--- config.mk ---
export PLATFORM = sky130hd
export DESIGN_NAME = pe_inject_buffer
export DESIGN_NICKNAME = d
export VERILOG_FILES = /design/src/rtl/pe_inject_buffer.sv
export SDC_FILE = /design/constraint.sdc
export NUM_CORES = 1
export LEC_CHECK = 0
export BUFFER_PORTS_ARGS = -buffer_cell sky130_fd_sc_hd__buf_4
export CORE_MARGIN = 2
export CORE_UTILIZATION = 35
export DETAILED_ROUTE_END_ITERATION = 8
export PLACE_DENSITY = 0.52
export SLEW_MARGIN = 20
export SYNTH_ARGS = -nofsm -noshare
export SYNTH_HDL_FRONTEND = slang
export SYNTH_SLANG_ARGS = --single-unit
--- constraint.sdc ---
create_clock -name clk -period 2.92 [get_ports clk]
set_clock_uncertainty 0.2 [all_clocks]
set_input_delay 0.438 -clock clk [delete_from_list [all_inputs] [get_ports clk]]
set_output_delay 0.438 -clock clk [all_outputs]
set_load 0.01 [all_outputs]
--- src/rtl/pe_inject_buffer.sv ---
// rtl/pe_inject_buffer.sv - two-VC PE injection FIFOs steering each head to the cw/ccw output arbiters
// Optional accept counters and sticky drop flag are built only when PE_INJECT_STATS_EN is defined.
module pe_inject_buffer #(
  parameter int DATA_WIDTH = 64,
  parameter int DIR_BIT    = 62,
  parameter int DEPTH      = 4
`ifdef PE_INJECT_STATS_EN
  ,
  parameter int CNT_W      = 16
`endif
) (
  input  logic                  clk,
  input  logic                  rst,
  input  logic                  polarity,
  input  logic                  pesi,
  input  logic [DATA_WIDTH-1:0] pedi,
  output logic                  peri,
  output logic [1:0]            req_cw,
  output logic [1:0]            req_ccw,
  input  logic [1:0]            gnt_cw,
  input  logic [1:0]            gnt_ccw,
  output logic [DATA_WIDTH-1:0] data_out_even,
  output logic [DATA_WIDTH-1:0] data_out_odd
`ifdef PE_INJECT_STATS_EN
  ,
  output logic [CNT_W-1:0]      acc_cnt_even,
  output logic [CNT_W-1:0]      acc_cnt_odd,
  output logic                  drop_flag
`endif
);

  localparam int AW = (DEPTH > 1) ? $clog2(DEPTH) : 1;
  localparam int QW = AW + 1;

  logic [1:0]            w_full;
  logic [1:0]            w_empty;
  logic [1:0]            w_push;
  logic [1:0]            w_pop;
  logic [DATA_WIDTH-1:0] w_head [2];

  // Full blocks the PE even if the same VC pops this cycle: no bypass path.
  assign peri = !w_full[polarity];

  for (genvar v = 0; v < 2; v++) begin : g_vc
    logic [DATA_WIDTH-1:0] r_mem [DEPTH];
    logic [AW-1:0]         r_wr_ptr;
    logic [AW-1:0]         r_rd_ptr;
    logic [QW-1:0]         r_cnt;

    assign w_full[v]  = (r_cnt == QW'(DEPTH));
    assign w_empty[v] = (r_cnt == '0);
    assign w_push[v]  = pesi & peri & (polarity == 1'(v));
    assign w_head[v]  = w_empty[v] ? '0 : r_mem[r_rd_ptr];

    assign req_cw[v]  = !w_empty[v] & !w_head[v][DIR_BIT];
    assign req_ccw[v] = !w_empty[v] &  w_head[v][DIR_BIT];
    assign w_pop[v]   = (gnt_cw[v] & req_cw[v]) | (gnt_ccw[v] & req_ccw[v]);

    always_ff @(posedge clk) begin
      if (w_push[v]) begin
        r_mem[r_wr_ptr] <= pedi;
      end
    end

    always_ff @(posedge clk) begin
      if (!rst) begin
        r_wr_ptr <= '0;
        r_rd_ptr <= '0;
        r_cnt    <= '0;
      end else begin
        if (w_push[v]) r_wr_ptr <= r_wr_ptr + AW'(1);
        if (w_pop[v])  r_rd_ptr <= r_rd_ptr + AW'(1);
        case ({w_push[v], w_pop[v]})
          2'b10:   r_cnt <= r_cnt + QW'(1);
          2'b01:   r_cnt <= r_cnt - QW'(1);
          default: r_cnt <= r_cnt;
        endcase
      end
    end
  end

  assign data_out_even = w_head[0];
  assign data_out_odd  = w_head[1];

`ifdef PE_INJECT_STATS_EN
  always_ff @(posedge clk) begin
    if (!rst) begin
      acc_cnt_even <= '0;
      acc_cnt_odd  <= '0;
      drop_flag    <= 1'b0;
    end else begin
      if (w_push[0] && (acc_cnt_even != '1)) acc_cnt_even <= acc_cnt_even + CNT_W'(1);
      if (w_push[1] && (acc_cnt_odd  != '1)) acc_cnt_odd  <= acc_cnt_odd  + CNT_W'(1);
      if (pesi && !peri) drop_flag <= 1'b1;
    end
  end
`endif

endmodule
==> impl_results.md, run 1 <==
- Fraction of layout cells with a size suffix above 1: 37.2%
- CTS tree: yes
- Max-slew violation count: 0
- Tcrit/Tclk final: just under 100%
- Placed cell areas: 23,200 sq um
- Multi-input logic area: roughly 4500 sq um
- Area grow syn2layout: 27.9%
- Setup bufs post-CTS: 0
- Die area: approximately 60,000 sq um
- CTS sink cnt: 530
- Initial Util: a little over a third
- IO Count: 205
- Hold Crit Class: in2reg
- Worst rel slew slack: 64.1%
- Synth Area per Inst: between 20 and 25 sq um
- Hold path start: polarity
- Register area share after synthesis: 77.2%
- Antenna violations before repair: 4
- Inst Count DP: 1,891
- Post-synth top area cell: edfxtp_1
- CP endpoint kind: output port
- Crit-path slowest cell: mux4_2
- Fin. Hold Viols: 0
- Total GRT Usage: 16.2%
- Routed WL: 48,400 microns
- Post-route ant nets: 0
- Die W: between 200 and 250 microns
- Clock buffer depth: 3
- Top cell type's share of synthesized area: 75.5%
- Pin count of the biggest net entering global routing: between 60 and 70
- Post-place setup slack: 119 ps
- CTS buffer count: 57
- Hpwl dp: 26,600 microns
- Crit path largest cell delay: about 550 ps
- Crit Path Class: reg2out
- Power per cell area: 910 nW/um^2
- Crit path DAT: 2230 ps
- Fmax: 0.348 GHz
- Root buffer cell: clkbuf_16
- CTS H-tree depth: 2
- Drt first pass iters: 5
- First-pass GRT wire length: 71,200 microns
- Maxcap violations: 0
- Gpl congestion: 0.692
- Synth area leaders: edfxtp_1, mux4_2, nor2b_1, dfxtp_1, ha_1
- Synth cell types: 29
- Fillers: between 4,000 and 5,000
- Required time of the critical path: between 2000 and 2500 ps
- Antenna Cells: 0
- Avg WL per Cell: about 23 microns
- # nets final: 1,337
- CORE AREA: 57,600 sq um
- Count of non-filler cells in the finished layout: 2,062
- Critical path peak fanout: 32
- Count of input and output buffers: between 200 and 250
- Flip-flop and latch area: 15,800 sq um
- Post-synth net total: 1,025
- Yosys warns: 0
- Gate count after technology mapping: 941
- Final worst slack: between 50 and 60 ps
- Leak: 8.61 nW
- Final Cell Area: 26,100 sq um
- Critical path, cell by cell: buf_16, mux4_2, nor2b_1, buf_4
- Initial DRC Count: around 670
- Via Count: 10,100
- #FFs+latches synth: 530
- Final setup fails: 0
- Gr ovfl total: 0
- Vias in the first global route: 10,800
- RSZ-0062 raised after global routing: yes
- Rows: 88
- Die height: 245 microns
- Min Clock Period, post-route: 2870 ps
- Clk Latency, worst-skew pair: 600 ps
- Status: completed
- Worst slew pin tran: 539 ps
- DR vias/cell: 4.88
- Crit start category: flop
- Reg clk slew, reported paths: 60 ps
- DRC: 0
- Mapped Area: ~20,000 sq um
- Maximum VDD drop: 0.632 mV
-- layout by cell type (no fill, tap or decap), types with 3 or more instances in the layout --
cell type,n
and3_4,8
bufinv_16,14
clkbuf_1,11
o31ai_1,4
clkbuf_16,59
ha_1,9
dlygate4sd3_1,65
xor2_1,4
mux4_2,128
clkinv_1,4
buf_16,4
nand2b_1,5
nor2_1,11
o311ai_0,4
dfxtp_1,14
o21ai_0,6
buf_4,209
nor2b_4,7
clkinv_2,13
buf_12,18
nand3_1,4
nand2_1,5
nor2b_2,3
a21oi_1,9
mux2i_1,8
dfxtp_4,4
nor2b_1,121
edfxtp_1,512
buf_6,4
inv_1,12
-- cell usage after synthesis --
master,number
edfxtp_1,512
nor2b_1,131
mux4_2,128
clkbuf_1,32
dfxtp_1,18
buf_2,12
inv_1,12
nor2_1,11
ha_1,10
a21oi_1,9
and3_1,8
mux2i_1,8
o21ai_0,6
nand2_1,5
nand2b_1,5
nand3_1,4
o311ai_0,4
o31ai_1,4
xor2_1,4
buf_6,2
clkbuf_2,2
fa_1,2
mux2i_2,2
nor3_1,2
nor3b_1,2
or3_1,2
or3b_2,2
and2_1,1
clkinv_1,1
-- where the power goes --
group / internal (W) / leakage, nW / switching (W)
registers: 0.00869 / 4.80 / 0.000196
logic: 0.00340 / 2.81 / 0.00361
clock network: 0.00487 / 0.998 / 0.00294
total: 0.0170 / 8.61 / 0.00675
-- state kept, by name (all words and copies together) (netlist names), named ones only --
| register | flops |
|---|---|
| g_vc.r_mem | 512 |
| g_vc.r_cnt | 6 |
| g_vc.r_rd_ptr | 4 |
| g_vc.r_wr_ptr | 4 |
-- final timing paths --
path	end	slack (ps)	depth (start not counted)
setup / recovery	data_out_odd[7]	50	4
hold / removal	g_vc[0].r_wr_ptr[1]	80	4
setup reg to reg	g_vc[0].r_cnt[2]	80	8
hold reg to reg	flop	270	2
-- layer usage --
layer / part of all wire, % / wire [microns] / global-route usage [%] / up-vias
met5: 0.060 / 29 / 0 / -
met4: 1.7 / 833 / 3.87 / 6
met3: 4.9 / 2370 / 3.33 / 70
met2: 50 / 24200 / 27.4 / 232
met1: 43 / 21000 / 21.6 / 5313
li1: - / - / - / 4440
-- area by class of cell --
type                    instances  area share, %
flip-flops and latches        530           60.4
multi-input cells             350           17.3
repair buffers                301           10.6
clock buffers                  69           5.73
well taps                     765           3.67
clock inverters                34           2.07
inverters                      13          0.187
-- cell families after synthesis --
logic type	share of synthesized area (%)
fa+ha+maj	0.811
flops	77.2
buf+inv	1.28
simple gates	5.12
xor+xnor	0.172
compound gates	0.688
mux	14.7
-- critical path: cells and delay by family (launching register included) --
family,cells,cell delay [ps]
buffers and inverters,2,490
and+or+nand+nor,1,170
DFF,1,410
muxes,1,550
-- repair_timing --
action,CTS,global route
endpoints found under the hold margin,520,0
gates resized for setup,16,13
cloned,2,1
endpoints found under the setup margin,126,93
hold buffers,65,0
-- per-stage QoR --
| stage | hold WS [ps] | utilization [%] | TNS, ps | power (W) |
|---|---|---|---|---|
| final | 76.7 | 45.3 | 0 | 0.0237 |
| after detailed placement | 258 | 40.3 | 0 | 0.0158 |
| after floorplan | 245 | - | 0 | 0.0126 |
| after global placement | 249 | 40.3 | 0 | 0.0158 |
| after global routing | 74.3 | 45.3 | -3220 | 0.0248 |
| after CTS | 38.9 | 45.1 | -455 | 0.0240 |
(Power assumes the default switching activity.)
==> run 2, diff against run 1 <==
--- a/config.mk
+++ b/config.mk
@@ -9,7 +9,8 @@
 export CORE_MARGIN = 2
 export CORE_UTILIZATION = 35
 export DETAILED_ROUTE_END_ITERATION = 8
-export PLACE_DENSITY = 0.52
+export PLACE_DENSITY = 0.5
+export SETUP_SLACK_MARGIN = 0.2
 export SLEW_MARGIN = 20
 export SYNTH_ARGS = -nofsm -noshare
 export SYNTH_HDL_FRONTEND = slang
==> constraint.sdc (replaced) <==
create_clock -name clk -period 2.9 [get_ports clk]
set_clock_uncertainty 0.2 [all_clocks]
set_input_delay 0.435 -clock clk [delete_from_list [all_inputs] [get_ports clk]]
set_output_delay 0.435 -clock clk [all_outputs]
set_load 0.01 [all_outputs]
==> run 2 against run 1 <==
  * Combinational power increased by 35%
  * Sequential cell count unchanged
  * Non-clock buffer count increased by 33
  * Sequential share of layout area decreased by 2.7 points
  * First-iteration DRC count decreased by 2.0%
  * Cell area increased by 4.7%
  * Critical path depth unchanged
  * Sequential power increased by 0.4%
  * Wire length increased by 8.2%
  * Global-route usage increased by 1.3 points
  * Register-to-register slack about the same
  * Hold slack got worse by 8.5 ps
  * Highest routed layer is now met4
==> impl_results.md, run 2 (same netlist as run 1, synthesis figures left out) <==
- Status: completed (unchanged)
- Post-place setup slack: 187 ps (was 119 ps)
- Worst slew pin tran: 541 ps (was 539 ps)
- CTS tree: yes (unchanged)
- Die W: 245 microns (unchanged)
- CORE AREA: 57,600 sq um (unchanged)
- # nets final: 1,369 (was 1,337)
- Max-slew violation count: 0 (unchanged)
- Pin count of the biggest net entering global routing: 64 (unchanged)
- Initial DRC Count: 652 (was 665)
- R2R Path End: g_vc[0].r_cnt[2] (unchanged)
- Setup_tns: 0 ps (unchanged)
- Worst rel slew slack: 63.9% (was 64.1%)
- Most flops, register: g_vc.r_mem (unchanged)
- Reg clk slew, reported paths: 60 ps (about the same)
- Clk Latency, worst-skew pair: 600 ps (about the same)
- DR vias/cell: 4.87 (was 4.88)
- Min Clock Period, post-route: 2840 ps
- Hpwl dp: 26,900 microns (was 26,600 microns)
- Final Util: 47.4% (was 45.3%)
- Most frequent cells in the layout: edfxtp_1, buf_4, mux4_2 (unchanged)
- Hold path depth: 4 (unchanged)
- Critical path peak fanout: 34 (was 32)
- Initial Util: 35.4% (unchanged)
- Die area: 60,100 sq um (unchanged)
- Avg WL per Cell: 25.0 microns (was 23.5 microns)
- Sw Ratio: 30.3% (was 28.5%)
- Post-route ant nets: 0 (unchanged)
- R2R Setup Slk: 90 ps (was 80 ps)
- Seq pwr share: 35.1% (was 37.5%)
- Power per cell area: 934 nW/um^2 (was 910 nW/um^2)
- Cell Int Power: 0.0178 W (was 0.0170 W)
- Biggest regs: g_vc.r_mem x512, g_vc.r_cnt x6 (unchanged)
- CTS H-tree depth: 2 (unchanged)
- CTS sink cnt: 530 (unchanged)
- Fraction of layout cells with a size suffix above 1: 43.9% (was 37.2%)
- Leak: 9.18 nW (was 8.61 nW)
- DRC: 0 (unchanged)
- Hold Slack: 68.2 ps (was 76.7 ps)
- Tcrit/Tclk final: between 90% and 100%
- Final setup fails: 0 (unchanged)
- IO Count: 205 (unchanged)
- Hold Crit Class: in2reg (unchanged)
- Die height: 245 microns (unchanged)
- Hold path start: polarity (unchanged)
- Fmax: 0.353 GHz
- Crit start category: flop (unchanged)
- Antenna Cells: 0 (unchanged)
- Rows: 88 (unchanged)
- Clock power frac: 27.6% (was 32.9%)
- Final worst slack: 64.5 ps (was 50.2 ps)
- Area grow syn2layout: 33.9% (was 27.9%)
- Drt first pass iters: 4 (was 5)
- Clock buffer depth: 3 (unchanged)
- Via Count: 10,200 (was 10,100)
- Worst R2R Path Depth: 9 (was 8)
- Count of input and output buffers: 204 (unchanged)
- Antenna violations before repair: 0 (was 4)
- Fin. Hold Viols: 0 (unchanged)
- First-pass GRT wire length: 75,200 microns (was 71,200 microns)
- Sw Pwr: 0.00772 W (was 0.00675 W)
- Gpl congestion: 0.702 (was 0.692)
- CTS buffer count: 56 (was 57)
- Crit path DAT: 2200 ps (was 2230 ps)
- RSZ-0062 raised after global routing: yes (unchanged)
- Routed WL: 52,300 microns (was 48,400 microns)
- Maximum VDD drop: 0.881 mV (was 0.632 mV)
- Largest register FFs: 512 (unchanged)
- Crit Path Class: reg2out (unchanged)
- Root buffer cell: clkbuf_16 (unchanged)
- Maxcap violations: 0 (unchanged)
- Required time of the critical path: 2270 ps (was 2280 ps)
- Most common library cell in the layout ignoring fill and taps: edfxtp_1 (unchanged)
- CP endpoint kind: output port (unchanged)
- Total GRT Usage: 17.6% (was 16.2%)
- Worst Hold Endpoint: g_vc[0].r_wr_ptr[1] (unchanged)
- Vias in the first global route: 10,900 (was 10,800)
- Gr ovfl total: 0 (unchanged)
- Combinational share of power: 37.3% (was 29.6%)
## run 2: how the worst max path moves through the flow
stage	start	endpoint	slack (ps)
floorplan	flop	g_vc[1].r_cnt[2]	220
global placement	flop	g_vc[1].r_cnt[2]	210
detailed placement	flop	g_vc[1].r_cnt[2]	190
CTS	flop	data_out_even[58]	8
global route	flop	g_vc[0].r_cnt[2]	-20
finish	g_vc[1].r_cnt[0]	data_out_odd[3]	60
## run 2: worst max-delay path: stages, from the launching register on
cell	delay (ps)
dfxtp_1	410
nor3_2	330
clkbuf_16	370
nor2b_1	170
buf_4	180
## run 2: cell type report
cell class	count	area [sq um]
Clock buffer	70	1480
Clock inverter	32	313
Fill cell	4805	30300
Inverter	13	48.8
Multi-Input combinational cell	350	5060
Sequential cell	530	15800
Tap cell	765	957
Timing Repair Buffer	334	3670
## run 2: stage by stage
step | std cells | power, W | cell area, sq um
floorplan | 941 | 0.0127 | 20400
global placement | 1898 | 0.0159 | 23300
detailed placement | 1898 | 0.0159 | 23300
CTS | 2089 | 0.0250 | 26700
global route | 2094 | 0.0266 | 27300
finish | 2094 | 0.0255 | 27300
## run 2: metal layers
| layer | track usage, % | up-vias | share of wire (%) |
|---|---|---|---|
| li1 | - | 4505 | - |
| met1 | 24.3 | 5386 | 44 |
| met2 | 28.9 | 243 | 49 |
| met3 | 2.59 | 61 | 4.8 |
| met4 | 5.13 | 0 | 1.7 |
| met5 | 0 | - | 0 |
## run 2: power by group through the flow
stage	Sequential (W)	Combinational, W	Clock [W]
after floorplan	0.00897	0.00371	0
after global placement	0.00905	0.00689	0
after detailed placement	0.00906	0.00688	0
after CTS	0.00893	0.00880	0.00722
after global routing	0.00896	0.0101	0.00750
final	0.00893	0.00951	0.00703
## run 2: what timing repair did
action	in CTS	in global routing
endpoints found under the setup margin	131	134
setup buffers	10	4
cloned	14	1
pin swaps	2	1
resized for setup	123	141
hold buffers	65	0
hold endpoints to repair	520	0
==> run 3, diff against run 2 <==
--- a/config.mk
+++ b/config.mk
@@ -6,10 +6,10 @@
 export NUM_CORES = 1
 export LEC_CHECK = 0
 export BUFFER_PORTS_ARGS = -buffer_cell sky130_fd_sc_hd__buf_4
-export CORE_MARGIN = 2
+export CORE_MARGIN = 1
 export CORE_UTILIZATION = 35
 export DETAILED_ROUTE_END_ITERATION = 8
-export PLACE_DENSITY = 0.5
+export PLACE_DENSITY_LB_ADDON = 0.15
 export SETUP_SLACK_MARGIN = 0.2
 export SLEW_MARGIN = 20
 export SYNTH_ARGS = -nofsm -noshare
==> run 3 against run 2 <==
  * Power is 5.9% higher
  * Setup slack lost 11 ps
  * First-iteration DRC count is 0.92% higher
  * Non-clock buffer count is 1 lower
  * Critical path type unchanged
  * Utilization grew 0.89 points
  * Hold slack got worse by 11 ps
  * Largest power group unchanged
==> impl_results.md, run 3 (same netlist as run 1, synthesis figures left out) <==
- Tcrit/Tclk final: 98.1% (was 97.8%)
- Most flops, register: g_vc.r_mem (unchanged)
- Die height: 243 microns (was 245 microns)
- Largest register FFs: 512 (unchanged)
- Area grow syn2layout: 36.4% (was 33.9%)
- Routed WL: 52,400 microns (was 52,300 microns)
- Setup_tns: 0 ps (unchanged)
- CTS sink cnt: 530 (unchanged)
- Max-slew violation count: 0 (unchanged)
- CTS H-tree depth: 2 (unchanged)
- Most common library cell in the layout ignoring fill and taps: edfxtp_1 (unchanged)
- Count of input and output buffers: 204 (unchanged)
- Die area: 59,200 sq um (was 60,100 sq um)
- DR vias/cell: 4.95 (was 4.87)
- Leak: 9.42 nW (was 9.18 nW)
- Gpl congestion: 0.695 (was 0.702)
- CTS buffer count: 57 (was 56)
- Required time of the critical path: 2270 ps (about the same)
- DRC: 0 (unchanged)
- Clock buffer depth: 3 (unchanged)
- CORE AREA: 57,600 sq um (unchanged)
- Maximum VDD drop: 1.05 mV (was 0.881 mV)
- Most frequent cells in the layout: edfxtp_1, mux4_2, buf_6 (was edfxtp_1, buf_4, mux4_2)
- Final setup fails: 0 (unchanged)
- Worst Hold Endpoint: g_vc[0].r_wr_ptr[0] (was g_vc[0].r_wr_ptr[1])
- Drt first pass iters: 4 (unchanged)
- Hold path start: polarity (unchanged)
- Fmax: 0.351 GHz (was 0.353 GHz)
- Min Clock Period, post-route: 2850 ps (was 2840 ps)
- Maxcap violations: 0 (unchanged)
- Post-route ant nets: 0 (unchanged)
- Worst rel slew slack: 62.9% (was 63.9%)
- Clk Latency, worst-skew pair: 600 ps (about the same)
- Total GRT Usage: 17.8% (was 17.6%)
- R2R Setup Slk: 110 ps (was 90 ps)
- Hold Slack: 56.8 ps (was 68.2 ps)
- Via Count: 10,400 (was 10,200)
- Fillers: 4,777 (was 4,805)
- Initial DRC Count: 658 (was 652)
- Pin count of the biggest net entering global routing: 64 (unchanged)
- Critical path peak fanout: 8 (was 34)
- Root buffer cell: clkbuf_16 (unchanged)
- R2R Path End: g_vc[0].r_cnt[2] (unchanged)
- First-pass GRT wire length: 75,600 microns (was 75,200 microns)
- Initial Util: 35.4% (unchanged)
- Hold path depth: 4 (unchanged)
- Gr ovfl total: 0 (unchanged)
- Hold Crit Class: in2reg (unchanged)
- Worst R2R Path Depth: 9 (unchanged)
- Crit Path Class: reg2out (unchanged)
- Avg WL per Cell: 25.0 microns (about the same)
- CP endpoint kind: output port (unchanged)
- Vias in the first global route: 10,800 (was 10,900)
- Crit start category: flop (unchanged)
- Rows: 88 (unchanged)
- Fin. Hold Viols: 0 (unchanged)
- # nets final: 1,369 (unchanged)
- RSZ-0062 raised after global routing: yes (unchanged)
- Reg clk slew, reported paths: 60 ps (about the same)
- Final Cell Area: 27,800 sq um (was 27,300 sq um)
- IO Count: 205 (unchanged)
- Die W: 243 microns (was 245 microns)
- Biggest regs: g_vc.r_mem x512, g_vc.r_cnt x6 (unchanged)
- Power per cell area: 970 nW/um^2 (was 934 nW/um^2)
- Placed cell areas: 23,100 sq um (was 23,300 sq um)
- Status: completed (unchanged)
- Hpwl dp: 25,700 microns (was 26,900 microns)
- Crit path DAT: 2210 ps (was 2200 ps)
- Worst slew pin tran: 556 ps (was 541 ps)
- CTS tree: yes (unchanged)
- Fraction of layout cells with a size suffix above 1: 46.7% (was 43.9%)
- Antenna violations before repair: 1 (was 0)
[run 3: critical path, cell delays in order, from the launching register on]
cell,delay (ps)
dfxtp_4,360
buf_12,120
buf_12,120
buf_16,180
mux4_2,530
nor2b_1,150
buf_4,150
[run 3: final cells by class]
type	count	area, sq um	share of cell area (%)
clock buffers	64	1450	5.23
clock inverters	37	449	1.62
inverters	13	48.8	0.176
diodes	2	5.00	0.0180
flip-flops and latches	530	15800	56.7
well taps	765	957	3.44
multi-input cells	350	5310	19.1
repair buffers	333	3810	13.7
[run 3: worst max path at each step]
stage,start,endpoint,slack (ps),cells past startpoint
2_1_floorplan,flop,g_vc[1].r_cnt[2],220,9
3_3_place_gp,flop,g_vc[1].r_cnt[2],230,8
3_5_place_dp,flop,g_vc[0].r_cnt[2],180,8
4_1_cts,flop,data_out_even[2],5,5
5_1_grt,flop,data_out_odd[18],-20,6
6_report,flop,data_out_odd[18],50,6
[run 3: where the power goes]
group | internal (W) | switching [W]
logic | 0.00550 | 0.00508
registers | 0.00875 | 0.000175
clock network | 0.00454 | 0.00293
[run 3: metrics by stage]
step	worst slack, ps	utilization [%]	total power [W]	std cells
3_5_place_dp	180	40.2	0.0159	1888
4_1_cts	5.25	46.9	0.0260	2084
6_report	54.0	48.3	0.0270	2094
5_1_grt	-23.3	48.3	0.0281	2093
2_1_floorplan	215	-	0.0127	941
3_3_place_gp	226	40.2	0.0158	1888
[run 3: layer usage]
metal  global-route usage [%]  part of all wire [%]  vias up
li1                         -                     -     4513
met2                     29.6                    50      232
met1                     24.6                    45     5552
met5                        0                     0        -
met4                     4.75                   1.9        0
met3                     2.54                   3.8       75
[run 3: timing repair]
action	in CTS	in global routing
setup endpoints to repair	130	136
gates resized for setup	191	180
hold buffers	65	0
endpoints found under the hold margin	520	0
buffers inserted	14	7
gates cloned	16	1
pin swaps	3	9
